**config.mk**
```make
export PLATFORM = sky130hd
export DESIGN_NAME = lsu_mem_initiator
export DESIGN_NICKNAME = d
export VERILOG_FILES = /design/src/rtl/lsu_pkg.sv /design/src/rtl/lsu_lane_align.sv /design/src/rtl/lsu_mem_initiator.sv
export SDC_FILE = /design/constraint.sdc
export NUM_CORES = 1
export LEC_CHECK = 0
export CORE_MARGIN = 2
export CORE_UTILIZATION = 47
export CTS_CLUSTER_SIZE = 25
export DETAILED_ROUTE_END_ITERATION = 10
export GPL_TIMING_DRIVEN = 0
export PLACE_DENSITY_LB_ADDON = 0.05
export SLEW_MARGIN = 20
export SYNTH_ARGS = -nofsm -noshare
export SYNTH_HDL_FRONTEND = slang
export SYNTH_SLANG_ARGS = --single-unit
```
**constraint.sdc**
```tcl
create_clock -name clk -period 9 [get_ports clk]
set_input_delay 1.8 -clock clk [delete_from_list [all_inputs] [get_ports clk]]
set_output_delay 1.8 -clock clk [all_outputs]
set_load 0.005 [all_outputs]
```
**src/rtl/lsu_pkg.sv**
```systemverilog
// Shared types and helpers for the load/store memory initiator.
package lsu_pkg;

  localparam logic [1:0] SZ_BYTE = 2'b00;
  localparam logic [1:0] SZ_HALF = 2'b01;
  localparam logic [1:0] SZ_WORD = 2'b10;

  typedef enum logic [2:0] {
    IDLE = 3'd0,
    REQ  = 3'd1,
    WAIT = 3'd2,
    RESP = 3'd3,
    ERR  = 3'd4
  } lsu_state_t;

  // Size code 11 has no legal alignment, so it is reported as misaligned.
  function automatic logic is_misaligned(input logic [1:0] size, input logic [1:0] ofs);
    logic bad;
    case (size)
      SZ_BYTE: bad = 1'b0;
      SZ_HALF: bad = ofs[0];
      SZ_WORD: bad = (ofs != 2'b00);
      default: bad = 1'b1;
    endcase
    return bad;
  endfunction

endpackage

```
**src/rtl/lsu_lane_align.sv**
```systemverilog
// Byte-lane steering: store enables/replication and load lane select/extension.
module lsu_lane_align
  import lsu_pkg::*;
(
  input  logic        st_we,
  input  logic [1:0]  st_size,
  input  logic [1:0]  st_ofs,
  input  logic [31:0] st_wdata,
  output logic [3:0]  st_be,
  output logic [31:0] st_lanes,
  input  logic [1:0]  ld_size,
  input  logic [1:0]  ld_ofs,
  input  logic        ld_signed,
  input  logic [31:0] ld_word,
  output logic [31:0] ld_data
);

  logic [31:0] shifted_s;

  assign shifted_s = ld_word >> {ld_ofs, 3'b000};

  // Store side: enables follow the byte offset, data is replicated to every lane.
  always_comb begin
    st_be    = 4'b1111;
    st_lanes = 32'h0000_0000;
    if (st_we) begin
      case (st_size)
        SZ_BYTE: begin
          st_be    = 4'b0001 << st_ofs;
          st_lanes = {4{st_wdata[7:0]}};
        end
        SZ_HALF: begin
          st_be    = 4'b0011 << st_ofs;
          st_lanes = {2{st_wdata[15:0]}};
        end
        default: begin
          st_be    = 4'b1111;
          st_lanes = st_wdata;
        end
      endcase
    end else begin
      st_be    = 4'b1111;
      st_lanes = 32'h0000_0000;
    end
  end

  // Load side: pick the addressed lanes and extend to a full word.
  always_comb begin
    ld_data = 32'h0000_0000;
    case (ld_size)
      SZ_BYTE: ld_data = {{24{ld_signed & shifted_s[7]}}, shifted_s[7:0]};
      SZ_HALF: ld_data = {{16{ld_signed & shifted_s[15]}}, shifted_s[15:0]};
      default: ld_data = ld_word;
    endcase
  end

endmodule

```
**src/rtl/lsu_mem_initiator.sv**
```systemverilog
// Single-outstanding load/store initiator between the CPU memory stage and data memory.
module lsu_mem_initiator
  import lsu_pkg::*;
#(
  parameter int TIMEOUT = 255
) (
  input  logic        clk,
  input  logic        rst,
  input  logic        cpu_req,
  input  logic        cpu_we,
  input  logic [1:0]  cpu_size,
  input  logic        cpu_signed,
  input  logic [31:0] cpu_addr,
  input  logic [31:0] cpu_wdata,
  output logic        cpu_stall,
  output logic        cpu_done,
  output logic        cpu_err,
  output logic [31:0] cpu_rdata,
  output logic        mem_req_valid,
  input  logic        mem_req_ready,
  output logic        mem_we,
  output logic [31:0] mem_addr,
  output logic [3:0]  mem_be,
  output logic [31:0] mem_wdata,
  input  logic        mem_resp_valid,
  input  logic [31:0] mem_rdata
);

  localparam int CNT_W = $clog2(TIMEOUT + 1);
  localparam logic [CNT_W-1:0] CNT_LAST = CNT_W'(TIMEOUT - 1);
  localparam logic [CNT_W-1:0] CNT_ONE  = CNT_W'(1);

  lsu_state_t       state_r, state_nxt_s;
  logic [CNT_W-1:0] cnt_r;
  logic [1:0]       lat_size_r, lat_ofs_r;
  logic             lat_signed_r, lat_we_r;
  logic             misaligned_s, timeout_s, start_s;
  logic [3:0]       st_be_s;
  logic [31:0]      st_lanes_s, ld_data_s;
  logic             cpu_done_r, cpu_err_r, mem_req_valid_r, mem_we_r;
  logic [31:0]      cpu_rdata_r, mem_addr_r, mem_wdata_r;
  logic [3:0]       mem_be_r;

  assign misaligned_s = is_misaligned(cpu_size, cpu_addr[1:0]);
  // Counter reaching TIMEOUT on this edge means TIMEOUT cycles spent in REQ+WAIT.
  assign timeout_s    = (cnt_r == CNT_LAST);
  assign start_s      = (state_r == IDLE) && (state_nxt_s == REQ);

  lsu_lane_align u_align (
    .st_we     (cpu_we),
    .st_size   (cpu_size),
    .st_ofs    (cpu_addr[1:0]),
    .st_wdata  (cpu_wdata),
    .st_be     (st_be_s),
    .st_lanes  (st_lanes_s),
    .ld_size   (lat_size_r),
    .ld_ofs    (lat_ofs_r),
    .ld_signed (lat_signed_r),
    .ld_word   (mem_rdata),
    .ld_data   (ld_data_s)
  );

  // Next-state logic.
  always_comb begin
    state_nxt_s = state_r;
    case (state_r)
      IDLE: begin
        if (cpu_req) state_nxt_s = misaligned_s ? ERR : REQ;
        else         state_nxt_s = IDLE;
      end
      REQ: begin
        if (timeout_s)          state_nxt_s = ERR;
        else if (mem_req_ready) state_nxt_s = WAIT;
        else                    state_nxt_s = REQ;
      end
      WAIT: begin
        if (mem_resp_valid) state_nxt_s = RESP;
        else if (timeout_s) state_nxt_s = ERR;
        else                state_nxt_s = WAIT;
      end
      RESP:    state_nxt_s = IDLE;
      ERR:     state_nxt_s = IDLE;
      default: state_nxt_s = IDLE;
    endcase
  end

  // State, timeout counter, latched access and registered outputs.
  always_ff @(posedge clk or posedge rst) begin
    if (rst) begin
      state_r         <= IDLE;
      cnt_r           <= '0;
      lat_size_r      <= 2'b00;
      lat_ofs_r       <= 2'b00;
      lat_signed_r    <= 1'b0;
      lat_we_r        <= 1'b0;
      cpu_done_r      <= 1'b0;
      cpu_err_r       <= 1'b0;
      cpu_rdata_r     <= 32'h0000_0000;
      mem_req_valid_r <= 1'b0;
      mem_we_r        <= 1'b0;
      mem_addr_r      <= 32'h0000_0000;
      mem_be_r        <= 4'b0000;
      mem_wdata_r     <= 32'h0000_0000;
    end else begin
      state_r         <= state_nxt_s;
      if (start_s)                                  cnt_r <= '0;
      else if ((state_r == REQ) || (state_r == WAIT)) cnt_r <= cnt_r + CNT_ONE;
      else                                          cnt_r <= cnt_r;
      if (start_s) begin
        lat_size_r   <= cpu_size;
        lat_ofs_r    <= cpu_addr[1:0];
        lat_signed_r <= cpu_signed;
        lat_we_r     <= cpu_we;
        mem_we_r     <= cpu_we;
        mem_addr_r   <= {cpu_addr[31:2], 2'b00};
        mem_be_r     <= st_be_s;
        mem_wdata_r  <= st_lanes_s;
      end else if (state_nxt_s != REQ) begin
        mem_we_r     <= 1'b0;
        mem_addr_r   <= 32'h0000_0000;
        mem_be_r     <= 4'b0000;
        mem_wdata_r  <= 32'h0000_0000;
      end
      mem_req_valid_r <= (state_nxt_s == REQ);
      cpu_done_r      <= (state_nxt_s == RESP);
      cpu_err_r       <= (state_nxt_s == ERR);
      cpu_rdata_r     <= ((state_nxt_s == RESP) && !lat_we_r) ? ld_data_s : 32'h0000_0000;
    end
  end

  assign cpu_stall     = cpu_req & ~cpu_done_r & ~cpu_err_r;
  assign cpu_done      = cpu_done_r;
  assign cpu_err       = cpu_err_r;
  assign cpu_rdata     = cpu_rdata_r;
  assign mem_req_valid = mem_req_valid_r;
  assign mem_we        = mem_we_r;
  assign mem_addr      = mem_addr_r;
  assign mem_be        = mem_be_r;
  assign mem_wdata     = mem_wdata_r;

endmodule
```
# == Word-level counts from Yosys, hierarchy flattened ==
# Index checks and enable logic that the tools add are counted.
# word_totals
register_bits,121
input_bits,105
# classes
n_addsub,1
eq_ne,10
shift,3
muxes,23
n_bitwise,6
n_reduce_logical,10
# ops
cell,count
32-bit 2-to-1 mux,5
32-bit one-hot mux with 2 select lines,2
32-bit by 5-bit right shift with 16-bit output,1
8-bit 2-to-1 mux,2
3-bit 2-to-1 mux,5
4-bit 2-to-1 mux,3
3-bit one-hot mux with 3 select lines,1
"8-bit by 1-bit adder with 8-bit output, second input constant",1
"8-bit == test, second input constant",1
4-bit one-hot mux with 2 select lines,1
"3-bit by 1-bit == test with 1-bit output, second input constant",2
"3-bit by 2-bit == test with 1-bit output, second input constant",2
2-bit nonzero test,3
1-bit AND,4
"2-bit by 1-bit == test with 1-bit output, second input constant",2
2-bit zero test,2
"1-bit by 2-bit << shifter with 4-bit output, first input constant",1
"2-bit by 2-bit << shifter with 4-bit output, first input constant",1
"3-bit == test, second input constant",1
3-bit zero test,1
"3-bit by 1-bit inequality test with 1-bit output, second input constant",1
1-bit one-hot mux with 3 select lines,1
"2-bit == test, second input constant",1
1-bit logical AND,2
5 further kinds,7

# == Depth between registers and ports, before layout ==
# logic_depth
word_depth,8
depth_mapped,8
mapped_depth_nobuf,6

# == Modules after synthesis ==
# From an unflattened synthesis, not the netlist that was laid out.
# unflattened
hier_cells,517
area_unflattened_um2,5699.2
# modules_own_cells
module,instances,cells_each,area_per_inst_um2,seq_area_each_um2
lsu_mem_initiator,1,310,4388.0,2977.9
lsu_lane_align,1,207,1311.3,0.0

# == Worst setup path before layout ==
# OpenSTA, ideal clock, no wires.
# synth_timing
kind,in2out
from,in cpu_req
to,out cpu_stall
t_arrival_ns,2.000
t_required_ns,7.200
slack_ns,5.200
cell_stages,1
path_buffers,0
cell_sequence,nor3b_1
# synth_via
elab_chain_cells,2
# synth_lines
element,line_no,rtl
start: declaration,lsu_mem_initiator.sv:9,"input logic cpu_req,"
1-bit AND (2 in a row),lsu_mem_initiator.sv:131,assign cpu_stall = cpu_req & ~cpu_done_r & ~cpu_err_r;
end: declaration,lsu_mem_initiator.sv:15,"output logic cpu_stall,"
# Every way passes these cells.

# == Worst setup path after layout ==
# Same ends and word-level chain as after synthesis.

==> flow_metrics.tcl <==
set metrics [dict create \
    cts-root-buf "clkbuf_8" \
    clock-sinks 119 \
    ioPinCount 210 \
    post-cts-setup-buffers 0 \
    setup_slack_ns 4.18 \
    synth-compound-area-share 0.218 \
    gp_routability_congestion 0.885 \
    initialDrtViolationCount 215 \
    synth.distinct_cells 49 \
    die_x_um 110 \
    async_flop_share 1.00 \
    synth_top_area_frac 0.568 \
    cp_max_fo 2 \
    die-height_um 110 \
    n_fill_cell 768 \
    final_nets 773 \
    clk_pin_slew_ns 0.06 \
    synth_top_family_by_area "compound AO/OA/AOI/OAI gates" \
    final.setup.tns_ns 0 \
    power.density_mw_per_mm2 239 \
    hold_class "flop to flop" \
    synthFlopType "dfrtp_1" \
    cts_made_buffers 17 \
    routed_wl_um 15200 \
    final_common_cell "clkdlybuf4s50_1" \
    port_buffers 206 \
    leakage_nw 3.72 \
    antenna_found_initial 0 \
    htreeDepth 4 \
    drt_pass1_iterations 4 \
    cts_buffer_depth 2 \
    ant_nets 0 \
    cp-start-kind "input pin" \
    final.min_clock_period_ns 4.82 \
    period_share 0.535 \
    slew_viol_final 0 \
    critPathKind "input pin to output port" \
    final_cell_mix "206 x clkdlybuf4s50_1, 119 x dfrtp_1, 35 x a22o_1" \
    synthMuxAreaShare 0.0764 \
    clock-skew-final_ns 0.00841 \
    worstMarginPinSlew_ns 0.908 \
    wl_per_cell_um 18.5 \
    grt_use_total 0.262 \
    cts_tree "done" \
    clk_latency_ns 0.52 \
    yosysWarnings 0 \
    start_util 0.483 \
    synth_xor_area_frac 0.0134 \
    num_antenna_cells 0 \
    drive_above_1_share 0.103 \
    hold_violations 0 \
    max_freq_mhz 208 \
    synthSimpleGateAreaFrac 0.0776 \
    synthToLayoutAreaGrowth_pct 55.4 \
    die_area_mm2 0.0120 \
    ys_ff_latch 119 \
    synth_area_leaders "dfrtp_1 57%, mux2i_1 5.9%, a22o_1 5.9%, o2bb2ai_1 4.0%, a21o_1 3.3%" \
    status "complete, no violations" \
    critPathRequiredTime_ns 7.20 \
    yosys.area_share.adder 0.00478 \
    arrival_ns 3.02 \
    relSlewSlack 0.393 \
    core-area_mm2 0.0108 \
    viasPerCell 5.54 \
    grt_max_degree 62 \
    finalSetupViolCount 0 \
    grt_pass1_vias 4702 \
    vias 4536 \
    postCtsHoldBufs 0 \
    pre_cts_slack_ns 4.20 \
    synth_enable_flop_cells 0 \
    core.rowCount 38 \
    grt_pass1_wl_um 23900 \
    drcViolationCount 0 \
    grt.overflow.total 0 \
    drv_cap 0 \
    cts_resized 0 \
    dp_hpwl_um 10800 \
    endpoint_kind "output port" \
    rsz0062_at_grt "no" \
    irDropWorstVdd_v 0.000149 \
    yosys.area.top_type "dfrtp_1" \
    syn_inst 439 \
    avgSynthCellArea_um2 11.9 \
    syn-cell-area_mm2 0.00524 \
    synth_seq_area_share 0.568 \
]
-- metrics by stage --
step	cell area, µm²	std cells	hold slack (ns)	total power, mW	util
2_1_floorplan	5240	440	0.479	0.991	-
3_5_place_dp	7510	787	0.473	1.24	0.693
3_3_place_gp	7480	786	0.470	1.22	0.690
4_1_cts	8140	819	0.491	1.95	0.751
6_report	8140	819	0.489	1.95	0.751
5_1_grt	8140	819	0.497	2.05	0.751
-- layer usage --
| metal | global-route usage | routed length (µm) |
|---|---|---|
| met5 | 0 | 0 |
| met4 | 0.0823 | 207 |
| met3 | 0.0966 | 1500 |
| met2 | 0.423 | 7350 |
| met1 | 0.327 | 6120 |
-- Yosys cell counts (all sizes together), types with 2 or more instances --
cell type and n:
ha 2, o221ai 7, mux2 6, clkbuf 11, inv 7, nor4 3
a32o 8, nand4 2, mux2i 31, nor4b 3, or2 3, buf 24
nand3 4, o21ai 22, dfrtp 119, a21o 23, nand3b 2, nand2 15
a22o 35, nand2b 4, a21oi 24, o2bb2ai 24, xnor2 8, nor2 33
nor3b 2
-- kinds of logic (layout without fill, tap and decap cells) --
kind of cell,after synthesis,after routing
XOR/XNOR,8,8
buffers and inverters,43,282
AND/OR/NAND/NOR,77,77
other,1,2
AO/OA/AOI/OAI,151,151
adder cells (fa/ha/maj),2,2
multiplexers,38,38
flip-flops,119,119
-- registers in the layout (all words and copies together), names as in the netlist --
register and flops:
mem_we 1, lat_we_r 1, state_r 3, mem_addr 30, mem_req_valid 1, cpu_rdata 32
cpu_done 1, cpu_err 1, lat_signed_r 1, lat_size_r 2, mem_wdata 32, lat_ofs_r 2
cnt_r 8, mem_be 4
-- area by class of cell --
type	count	area, µm²	share of cell area
Clock buffer	20	455	0.0559
Clock inverter	12	174	0.0214
Multi-Input combinational cell	278	2050	0.252
Timing Repair Buffer	207	2090	0.257
Inverter	8	35.0	0.00430
Sequential cell	119	2980	0.366
Tap cell	140	175	0.0215
Buffer	35	184	0.0226
-- worst max-delay path, cell delays in order --
cell	delay, ns
clkdlybuf4s50_1	0.48
nor3b_1	0.20
clkdlybuf4s50_1	0.53
-- path summary, 6_finish.rpt --
path	endpoint	slack [ns]	cells after the start	startpoint
worst min register to register	mem_wdata[4]	0.49	1	mem_wdata[4]
min in group asynchronous	cpu_rdata[6]	1.71	2	rst
max in group asynchronous	mem_addr[31]	6.57	3	rst
worst max-delay path	cpu_stall	4.18	3	cpu_req
worst max register to register	mem_wdata[11]	6.97	4	state_r[0]
worst min-delay path	mem_wdata[4]	0.49	1	mem_wdata[4]
-- power breakdown --
group | switching [mW] | leakage [nW] | total [mW] | internal [mW]
Clock | 0.238 | 0.299 | 0.708 | 0.470
Combinational | 0.299 | 1.80 | 0.578 | 0.279
Sequential | 0.0532 | 1.62 | 0.662 | 0.609
Total | 0.591 | 3.72 | 1.95 | 1.36
(Power assumes the default switching activity.)
